`config.mk`:
```
export PLATFORM = sky130hd
export DESIGN_NAME = hpdmc_idelay_ctl
export DESIGN_NICKNAME = d
export VERILOG_FILES = /design/src/rtl/hpdmc_idelay_ctl.sv
export SDC_FILE = /design/constraint.sdc
export NUM_CORES = 1
export LEC_CHECK = 0
export CAP_MARGIN = 15
export CORE_MARGIN = 4
export CORE_UTILIZATION = 45
export CTS_CLUSTER_DIAMETER = 200
export DETAILED_ROUTE_END_ITERATION = 8
export HOLD_SLACK_MARGIN = 0.05
export PLACE_DENSITY = 0.66
export RECOVER_POWER = 100
export SLEW_MARGIN = 15
export SYNTH_ARGS = -nofsm -noshare
export SYNTH_HDL_FRONTEND = slang
export SYNTH_SLANG_ARGS = --single-unit
```
`constraint.sdc`:
```
create_clock -name sys_clk -period 3.87 [get_ports sys_clk]
set_input_delay 0.774 -clock sys_clk [delete_from_list [all_inputs] [get_ports sys_clk]]
set_output_delay 0.774 -clock sys_clk [all_outputs]
set_load 0.02 [all_outputs]
```
`src/rtl/hpdmc_idelay_ctl.sv`:
```
// Sequencer for the shared CAL/RST/CE/INC controls of the DQ input-delay bank.
// Issues spaced single-cycle pulses for calibrate, reset and N-step
// increment/decrement commands, and tracks the current tap value, stopping
// at the tap range limits instead of wrapping.
module hpdmc_idelay_ctl #(
    parameter int SETTLE_CYCLES = 8,
    parameter int MAX_TAP       = 255
) (
    input  logic       sys_clk,
    input  logic       sys_rst,
    input  logic       cmd_valid,
    output logic       cmd_ready,
    input  logic [1:0] cmd_op,
    input  logic [7:0] cmd_count,
    output logic       cmd_done,
    output logic       sat,
    output logic [7:0] tap,
    output logic       idelay_cal,
    output logic       idelay_rst,
    output logic       idelay_ce,
    output logic       idelay_inc
);

    localparam int WAIT_W = (SETTLE_CYCLES > 1) ? $clog2(SETTLE_CYCLES) : 1;
    localparam logic [WAIT_W-1:0] WAIT_LOAD = WAIT_W'(SETTLE_CYCLES - 1);
    localparam logic [7:0] TAP_MAX = 8'(MAX_TAP);

    typedef enum logic [2:0] {
        IDLE, CAL_P, CAL_W, RST_P, RST_W, STEP_P, STEP_W
    } state_t;

    state_t            state;
    logic [WAIT_W-1:0] wcnt;
    logic [7:0]        remaining;
    logic              dir_up;

    logic [7:0]        step_rem;
    logic              step_up;
    logic              step_go;
    logic              step_sat;

    // True when the tap cannot move any further in the requested direction.
    function automatic logic at_limit(input logic [7:0] t, input logic up);
        return up ? (t == TAP_MAX) : (t == 8'd0);
    endfunction

    // Saturating one-tap move; never wraps past 0 or TAP_MAX.
    function automatic logic [7:0] tap_step(input logic [7:0] t, input logic up);
        if (up && t != TAP_MAX)
            return t + 8'd1;
        else if (!up && t != 8'd0)
            return t - 8'd1;
        else
            return t;
    endfunction

    assign cmd_ready = (state == IDLE);

    // Pre-step decision: uses the fresh command at acceptance, the latched
    // remaining count and direction at the end of each settle window.
    always_comb begin
        step_rem = remaining;
        step_up  = dir_up;
        if (state == IDLE) begin
            step_rem = cmd_count;
            step_up  = ~cmd_op[0];
        end
        step_go  = (step_rem != 8'd0) && !at_limit(tap, step_up);
        step_sat = (step_rem != 8'd0) &&  at_limit(tap, step_up);
    end

    // Command sequencer with registered pulse outputs and tap tracking.
    always_ff @(posedge sys_clk) begin
        if (sys_rst) begin
            state      <= IDLE;
            wcnt       <= '0;
            remaining  <= 8'd0;
            dir_up     <= 1'b0;
            tap        <= 8'd0;
            sat        <= 1'b0;
            cmd_done   <= 1'b0;
            idelay_cal <= 1'b0;
            idelay_rst <= 1'b0;
            idelay_ce  <= 1'b0;
            idelay_inc <= 1'b0;
        end else begin
            cmd_done   <= 1'b0;
            idelay_cal <= 1'b0;
            idelay_rst <= 1'b0;
            idelay_ce  <= 1'b0;
            case (state)
                IDLE: begin
                    if (cmd_valid) begin
                        sat <= 1'b0;
                        case (cmd_op)
                            2'b00: begin
                                state      <= CAL_P;
                                idelay_cal <= 1'b1;
                            end
                            2'b01: begin
                                state      <= RST_P;
                                idelay_rst <= 1'b1;
                                tap        <= 8'd0;
                            end
                            default: begin
                                dir_up     <= step_up;
                                idelay_inc <= step_up;
                                if (step_go) begin
                                    state     <= STEP_P;
                                    idelay_ce <= 1'b1;
                                    tap       <= tap_step(tap, step_up);
                                    remaining <= step_rem - 8'd1;
                                end else begin
                                    cmd_done <= 1'b1;
                                    sat      <= step_sat;
                                end
                            end
                        endcase
                    end
                end
                CAL_P: begin
                    state <= CAL_W;
                    wcnt  <= WAIT_LOAD;
                end
                CAL_W: begin
                    if (wcnt == '0) begin
                        state      <= RST_P;
                        idelay_rst <= 1'b1;
                        tap        <= 8'd0;
                    end else begin
                        wcnt <= wcnt - WAIT_W'(1);
                    end
                end
                RST_P: begin
                    state <= RST_W;
                    wcnt  <= WAIT_LOAD;
                end
                RST_W: begin
                    if (wcnt == '0) begin
                        state    <= IDLE;
                        cmd_done <= 1'b1;
                    end else begin
                        wcnt <= wcnt - WAIT_W'(1);
                    end
                end
                STEP_P: begin
                    state <= STEP_W;
                    wcnt  <= WAIT_LOAD;
                end
                STEP_W: begin
                    if (wcnt == '0) begin
                        if (step_go) begin
                            state     <= STEP_P;
                            idelay_ce <= 1'b1;
                            tap       <= tap_step(tap, step_up);
                            remaining <= step_rem - 8'd1;
                        end else begin
                            state    <= IDLE;
                            cmd_done <= 1'b1;
                            sat      <= step_sat;
                        end
                    end else begin
                        wcnt <= wcnt - WAIT_W'(1);
                    end
                end
                default: state <= IDLE;
            endcase
        end
    end

endmodule

```
==> metrics.yaml, run 1 <==
sta:
  setup_viol_count_final: 0
  rsz0062_at_grt: "no"
  fin_skew_ns: 0.00380
  final-max-slew-violation-count: 0
  max_freq_mhz: 303
  final-hold-violation-count: 0
  timing.max_slew.rel_slack: 0.403
  period_minus_slack_ns: 3.30
  period_share: 0.852
  worst_slew_pin_slew_ns: 0.888
  final.setup.tns_ns: 0
synth:
  ys.flop_type: "dfxtp_1"
  post_synth_instance_area_um2: 2030
  ys_seq_area_frac: 0.276
  synth_register_bits: 28
  yosysWarnings: 0
  ys_types: 63
  mappedNetlistNets: 275
  synthDominantAreaCellType: "dfxtp_1"
  yosysTopAreaCellShare: 0.276
  yosys-top-cells-area: "dfxtp_1 28%, a21oi_1 4.9%, nor2_1 4.3%"
  synth-edff-count: 0
  synth_async_sr_flop_share: 0
  synth.avg_cell_area_um2: 7.90
  post-synth-top-count-cell: "dfxtp_1"
  most_frequent_cells_after_synthesis: "28 x dfxtp_1, 23 x nor2_1, 21 x nand2_1, 20 x a21oi_1, 15 x o21ai_0"
  synthesized_instance_count: 257
place:
  gpl.final_weighted_congestion: 0.954
  placement.io_buffers: 27
  numPlacedInstances: 328
  post-dp-hpwl_um: 3860
  dpl-instance-area_um2: 2330
die:
  die_area_um2: 5650
  fp-row-count: 24
  floorplan.initialDensity: 0.466
  core_region_area_um2: 4350
  ioPinCount: 28
  chipWidth_um: 75.2
  die_height_um: 75.2
global_routing:
  antenna_found_initial: 0
  grt_overflow_total: 0
  maximum_number_of_pins_on_one_net_before_global_route_repair: 24
  grt_use_total: 0.192
  first_global_vias: 1808
  grt_first_pass_wirelength_um: 8640
worst_setup_path:
  crit_required_ns: 4.06
  crit_path_slowest_cell: "dlygate4sd3_1"
  timing.critical_path.to_type: "register"
  path_max_fanout: 10
  arrival_ns: 3.49
  setup.worst_path.class: "in2reg"
  cp_cell_sequence: "dlygate4sd3_1 -> or3b_1 -> a221o_1 -> nor3_1 -> nand2_4 -> o311a_1 -> a41o_1"
  start_kind: "primary input"
  critical-path-max-stage-delay_ns: 0.65
cells_and_area:
  final-instance-count-excl-fill: 332
  final_area_um2: 2360
  multiInputGateArea_um2: 1340
  final.fill_count: 426
  layout.area.seq_um2: 561
  antennaDiodeCount: 0
  final_nets: 299
  flow.area_growth_from_synthesis_pct: 16.3
  final_layout_size_suffix_gt1_frac: 0.0786
power:
  power_per_cell_area_nw_per_um2: 910
  post-layout-total-power_mw: 2.15
  p_leak_nw: 0.919
  max-vdd-ir-drop_uv: 410
clocking:
  clock-root-buffer: "clkbuf_8"
  clock-sinks: 28
  tritoncts: "yes"
  cts-buffers-inserted: 3
  clk_latency_ns: 0.29
  max-clock-path-buffers: 2
  cts.repair_timing.setup_buffer_count: 0
  cts_hold_buffers: 0
  htree_num_levels: 1
  clk_pin_slew_ns: 0.11
  postCtsResizedCells: 0
route:
  drt_pre_antenna_iters: 4
  detail_route.vias_per_cell: 6.18
  detail_route.drc_violations: 0
  vias: 2053
  avgRoutedWirePerCell_um: 15.8
  drtAntennaViolNets: 0
  detail_route.iter0.violations: 178
  wl_um: 5230
hold_path:
  worstHoldPathType: "reg2reg"
status:
  status: "finished, final reports clean"
job:
  cap_violations: 0
[worst max-delay path, delay by kind of cell]
kind | cells | cell delay, ns
compound gates | 3 | 0.99
buf+inv | 1 | 0.65
simple gates | 3 | 1.08
[metal layers]
metal | track usage | wire length, µm | vias to the layer above
li1 | - | - | 1022
met1 | 0.273 | 2540 | 975
met2 | 0.301 | 2340 | 47
met3 | 0.0254 | 264 | 9
met4 | 0.0602 | 78 | 0
met5 | 0 | 0 | -
[placed cells by master, fill, tap and decap left out, types with 9 or more instances in the layout]
cell             count
or3_1                9
nor2_1              24
a21oi_1             20
nand2_1             21
nor3_1              12
dfxtp_1             28
inv_1                9
clkdlybuf4s50_1     10
dlygate4sd3_1       17
o21ai_0             15
[layout make-up]
cell class                 instances  area share
clock buffer                       4      0.0233
inverter                           9      0.0143
multi-input combinational        207       0.567
sequential                        28       0.237
tap                               52      0.0276
timing repair buffer              32       0.130
[metrics by stage]
stage | worst slack (ns) | utilization | hold WS (ns)
after floorplan | 0.561 | - | 0.487
after detailed placement | 0.491 | 0.535 | 0.521
after global placement | 0.651 | 0.535 | 0.520
after CTS | 0.682 | 0.548 | 0.540
after global routing | 0.479 | 0.542 | 0.578
final | 0.572 | 0.542 | 0.534
[registers in the layout, summed over array words and instances (netlist names)]
register    flops
dir_up          1
cmd_done        1
tap             8
state           3
idelay_cal      1
remaining       8
sat             1
idelay_ce       1
idelay_rst      1
wcnt            3
[worst paths after layout]
check / from / endpoint / slack, ns / cells past startpoint
min reg2reg: dir_up$_SDFFE_PP0P_ / dir_up$_SDFFE_PP0P_ / 0.53 / 2
max reg2reg: state[2]$_SDFFE_PP0P_ / remaining[2]$_SDFFE_PP0P_ / 0.69 / 10
max: cmd_valid / remaining[2]$_SDFFE_PP0P_ / 0.57 / 7
min: dir_up$_SDFFE_PP0P_ / dir_up$_SDFFE_PP0P_ / 0.53 / 2
[kinds of logic after synthesis]
family	count (synthesis)	share of synthesized area
compound gates	79	0.258
flops	28	0.276
simple gates	110	0.314
buf+inv	22	0.0530
fa+ha+maj	5	0.0308
mux	10	0.0561
xor+xnor	3	0.0129
[power by group]
part	leakage [nW]	total [mW]	switching (mW)	internal, mW
logic	0.663	1.48	0.906	0.576
registers	0.228	0.472	0.0918	0.380
clock network	0.0288	0.195	0.104	0.0915
No activity file was read; power rests on OpenSTA's default activity.
==> run 2, diff against run 1 <==
Settings changed: GPL_ROUTABILITY_DRIVEN set to 0.
==> run 2 against run 1 <==
- global-route usage hardly changed
- register-to-register slack worse by 0.08 ns
- clock skew is 0.0036 ns higher
- combinational power hardly changed
- non-clock buffer count is 1 higher
- sequential power hardly changed
- wire length hardly changed
- sequential share of layout area is 0.13 points lower
- final area is 0.53% higher
- total power is 0.74% higher
- hold slack better by 0.00090 ns
- highest routed layer unchanged
==> metrics.yaml, run 2 (synthesis gave the netlist of run 1 again) <==
status:
  status: "finished, final reports clean"  # unchanged
worst_setup_path:
  regToRegSetupSlack_ns: 0.61  # was 0.69 ns
  r2r_cells: 10  # unchanged
  start_kind: "primary input"  # unchanged
  rr_startpoint: "state[2]$_SDFFE_PP0P_"  # unchanged
  timing.critical_path.max_delay_family: "simple AND/OR/NAND/NOR gates"  # unchanged
  crit_required_ns: 4.06  # about the same
  arrival_ns: 3.65  # was 3.49 ns
  rr_endpoint: "remaining[2]$_SDFFE_PP0P_"  # unchanged
  timing.critical_path.to_type: "register"  # unchanged
  critical-path-max-stage-delay_ns: 0.65  # about the same
  crit_path_slowest_cell: "dlygate4sd3_1"  # unchanged
  crit_buf_inv: 1  # unchanged
  critPathLaunch: "cmd_valid"  # unchanged
  setup.worst_path.class: "in2reg"  # unchanged
  critical_path.endpoint: "remaining[2]$_SDFFE_PP0P_"  # unchanged
  cp_cell_sequence: "dlygate4sd3_1 -> or3b_1 -> a221o_1 -> nor3_1 -> nand2_1 -> o311a_1 -> a41o_1"  # was dlygate4sd3_1 -> or3b_1 -> a221o_1 -> nor3_1 -> nand2_4 -> o311a_1 -> a41o_1
  path_max_fanout: 10  # unchanged
  wp_depth: 7  # unchanged
clocking:
  cts.repair_timing.setup_buffer_count: 0  # unchanged
  clock-root-buffer: "clkbuf_8"  # unchanged
  htree_num_levels: 1  # unchanged
  postCtsResizedCells: 0  # unchanged
  clk_latency_ns: 0.28  # was 0.29 ns
  max-clock-path-buffers: 2  # unchanged
  cts-buffers-inserted: 3  # unchanged
  clk_pin_slew_ns: 0.10  # was 0.11 ns
  tritoncts: "yes"  # unchanged
  cts_hold_buffers: 0  # unchanged
  clock-sinks: 28  # unchanged
route:
  vias: 2030  # was 2,053
  avgRoutedWirePerCell_um: 15.7  # was 15.8 µm
  detail_route.drc_violations: 0  # unchanged
  detail_route.iter0.violations: 202  # was 178
  wl_um: 5230  # about the same
  drtAntennaViolNets: 0  # unchanged
  drt_pre_antenna_iters: 4  # unchanged
  detail_route.vias_per_cell: 6.10  # was 6.18
job:
  cap_violations: 0  # unchanged
power:
  p_sw_frac: 0.496  # was 0.513
  combPwrFrac: 0.672  # was 0.689
  max-vdd-ir-drop_uv: 480  # was 410 µV
  p_int_mw: 1.09  # was 1.05 mW
  sequential_cell_fraction_of_total_power: 0.219  # was 0.220
  post-layout-total-power_mw: 2.16  # was 2.15 mW
  p_leak_nw: 0.919  # about the same
  power_per_cell_area_nw_per_um2: 912  # was 910 nW/µm²
  power.switching_mw: 1.07  # was 1.10 mW
  p_clk_frac: 0.109  # was 0.091
die:
  ioPinCount: 28  # unchanged
  fp-row-count: 24  # unchanged
  chipWidth_um: 75.2  # unchanged
  die_area_um2: 5650  # unchanged
  floorplan.initialDensity: 0.466  # unchanged
  core_region_area_um2: 4350  # unchanged
  die_height_um: 75.2  # unchanged
sta:
  rsz0062_at_grt: "no"  # unchanged
  setup_viol_count_final: 0  # unchanged
  final-max-slew-violation-count: 0  # unchanged
  fin_skew_ns: 0.00738  # was 0.00380 ns
  fin_ws_ns: 0.408  # was 0.572 ns
  timing.max_slew.rel_slack: 0.424  # was 0.403
  period_share: 0.894  # was 0.852
  final.setup.tns_ns: 0  # unchanged
  final-hold-violation-count: 0  # unchanged
  worst_slew_pin_slew_ns: 0.858  # was 0.888 ns
  holdWs_ns: 0.535  # was 0.534 ns
  period_minus_slack_ns: 3.46  # was 3.30 ns
  max_freq_mhz: 289  # was 303 MHz
global_routing:
  grt_use_total: 0.191  # was 0.192
  grt_first_pass_wirelength_um: 8560  # was 8640 µm
  maximum_number_of_pins_on_one_net_before_global_route_repair: 24  # unchanged
  grt_overflow_total: 0  # unchanged
  antenna_found_initial: 0  # unchanged
  first_global_vias: 1789  # was 1,808
cells_and_area:
  multiInputGateArea_um2: 1330  # was 1340 µm²
  final-instance-count-excl-fill: 333  # was 332
  final_cell_mix: "28 x dfxtp_1, 24 x nor2_1, 22 x nand2_1"  # was 28 x dfxtp_1, 24 x nor2_1, 21 x nand2_1
  final_layout_size_suffix_gt1_frac: 0.0747  # was 0.0786
  flow.area_growth_from_synthesis_pct: 16.9  # was 16.3%
  layout.area.seq_um2: 561  # unchanged
  post_route_utilization: 0.545  # was 0.542
  largest_registers_in_the_final_layout: "remaining: 8 flops, tap: 8 flops"  # unchanged
  antennaDiodeCount: 0  # unchanged
  mostFrequentLayoutCell: "dfxtp_1"  # unchanged
  final.fill_count: 432  # was 426
  final_nets: 300  # was 299
  final_area_um2: 2370  # was 2360 µm²
place:
  numPlacedInstances: 329  # was 328
  dp_worst_setup_slack_ns: 0.578  # was 0.491 ns
  dpl-instance-area_um2: 2340  # was 2330 µm²
  post-dp-hpwl_um: 3830  # was 3860 µm
  placement.io_buffers: 27  # unchanged
hold_path:
  worstHoldPathType: "reg2reg"  # unchanged
==> run 2: layout make-up <==
cell class,instances,share of cell area
inverters,9,0.0142
flip-flops and latches,28,0.236
well taps,52,0.0274
repair buffers,33,0.131
clock inverters,1,0.0127
clock buffers,3,0.0174
multi-input cells,207,0.561
==> run 2: worst min-delay path by stage <==
stage                              start                   endpoint  cells past startpoint
4_1_cts              tap[5]$_SDFFE_PP0P_        tap[5]$_SDFFE_PP0P_                      2
6_report             dir_up$_SDFFE_PP0P_        dir_up$_SDFFE_PP0P_                      2
3_5_place_dp         dir_up$_SDFFE_PP0P_        dir_up$_SDFFE_PP0P_                      2
2_1_floorplan  remaining[0]$_SDFFE_PP0P_  remaining[0]$_SDFFE_PP0P_                      2
3_3_place_gp         dir_up$_SDFFE_PP0P_        dir_up$_SDFFE_PP0P_                      2
5_1_grt             wcnt[1]$_SDFFE_PP0P_       wcnt[1]$_SDFFE_PP0P_                      2
==> run 2: metal layers <==
metal / GRT usage / up-vias / share of wire
li1: - / 1020 / -
met5: 0 / - / 0
met4: 0.0699 / 0 / 0.017
met1: 0.272 / 949 / 0.49
met3: 0.0254 / 9 / 0.044
met2: 0.295 / 52 / 0.45
==> run 2: power by group through the flow <==
stage	sequential, mW	combinational [mW]	clock, mW
6_report	0.474	1.46	0.235
2_1_floorplan	0.504	1.12	0
3_3_place_gp	0.477	1.51	0
5_1_grt	0.488	1.62	0.253
4_1_cts	0.473	1.52	0.242
3_5_place_dp	0.480	1.51	0
==> run 2: worst min-delay path: cells and delay by family, from the launching register on <==
family | cells | cell delay [ns]
DFF | 1 | 0.36
and+or+nand+nor | 1 | 0.07
muxes | 1 | 0.07
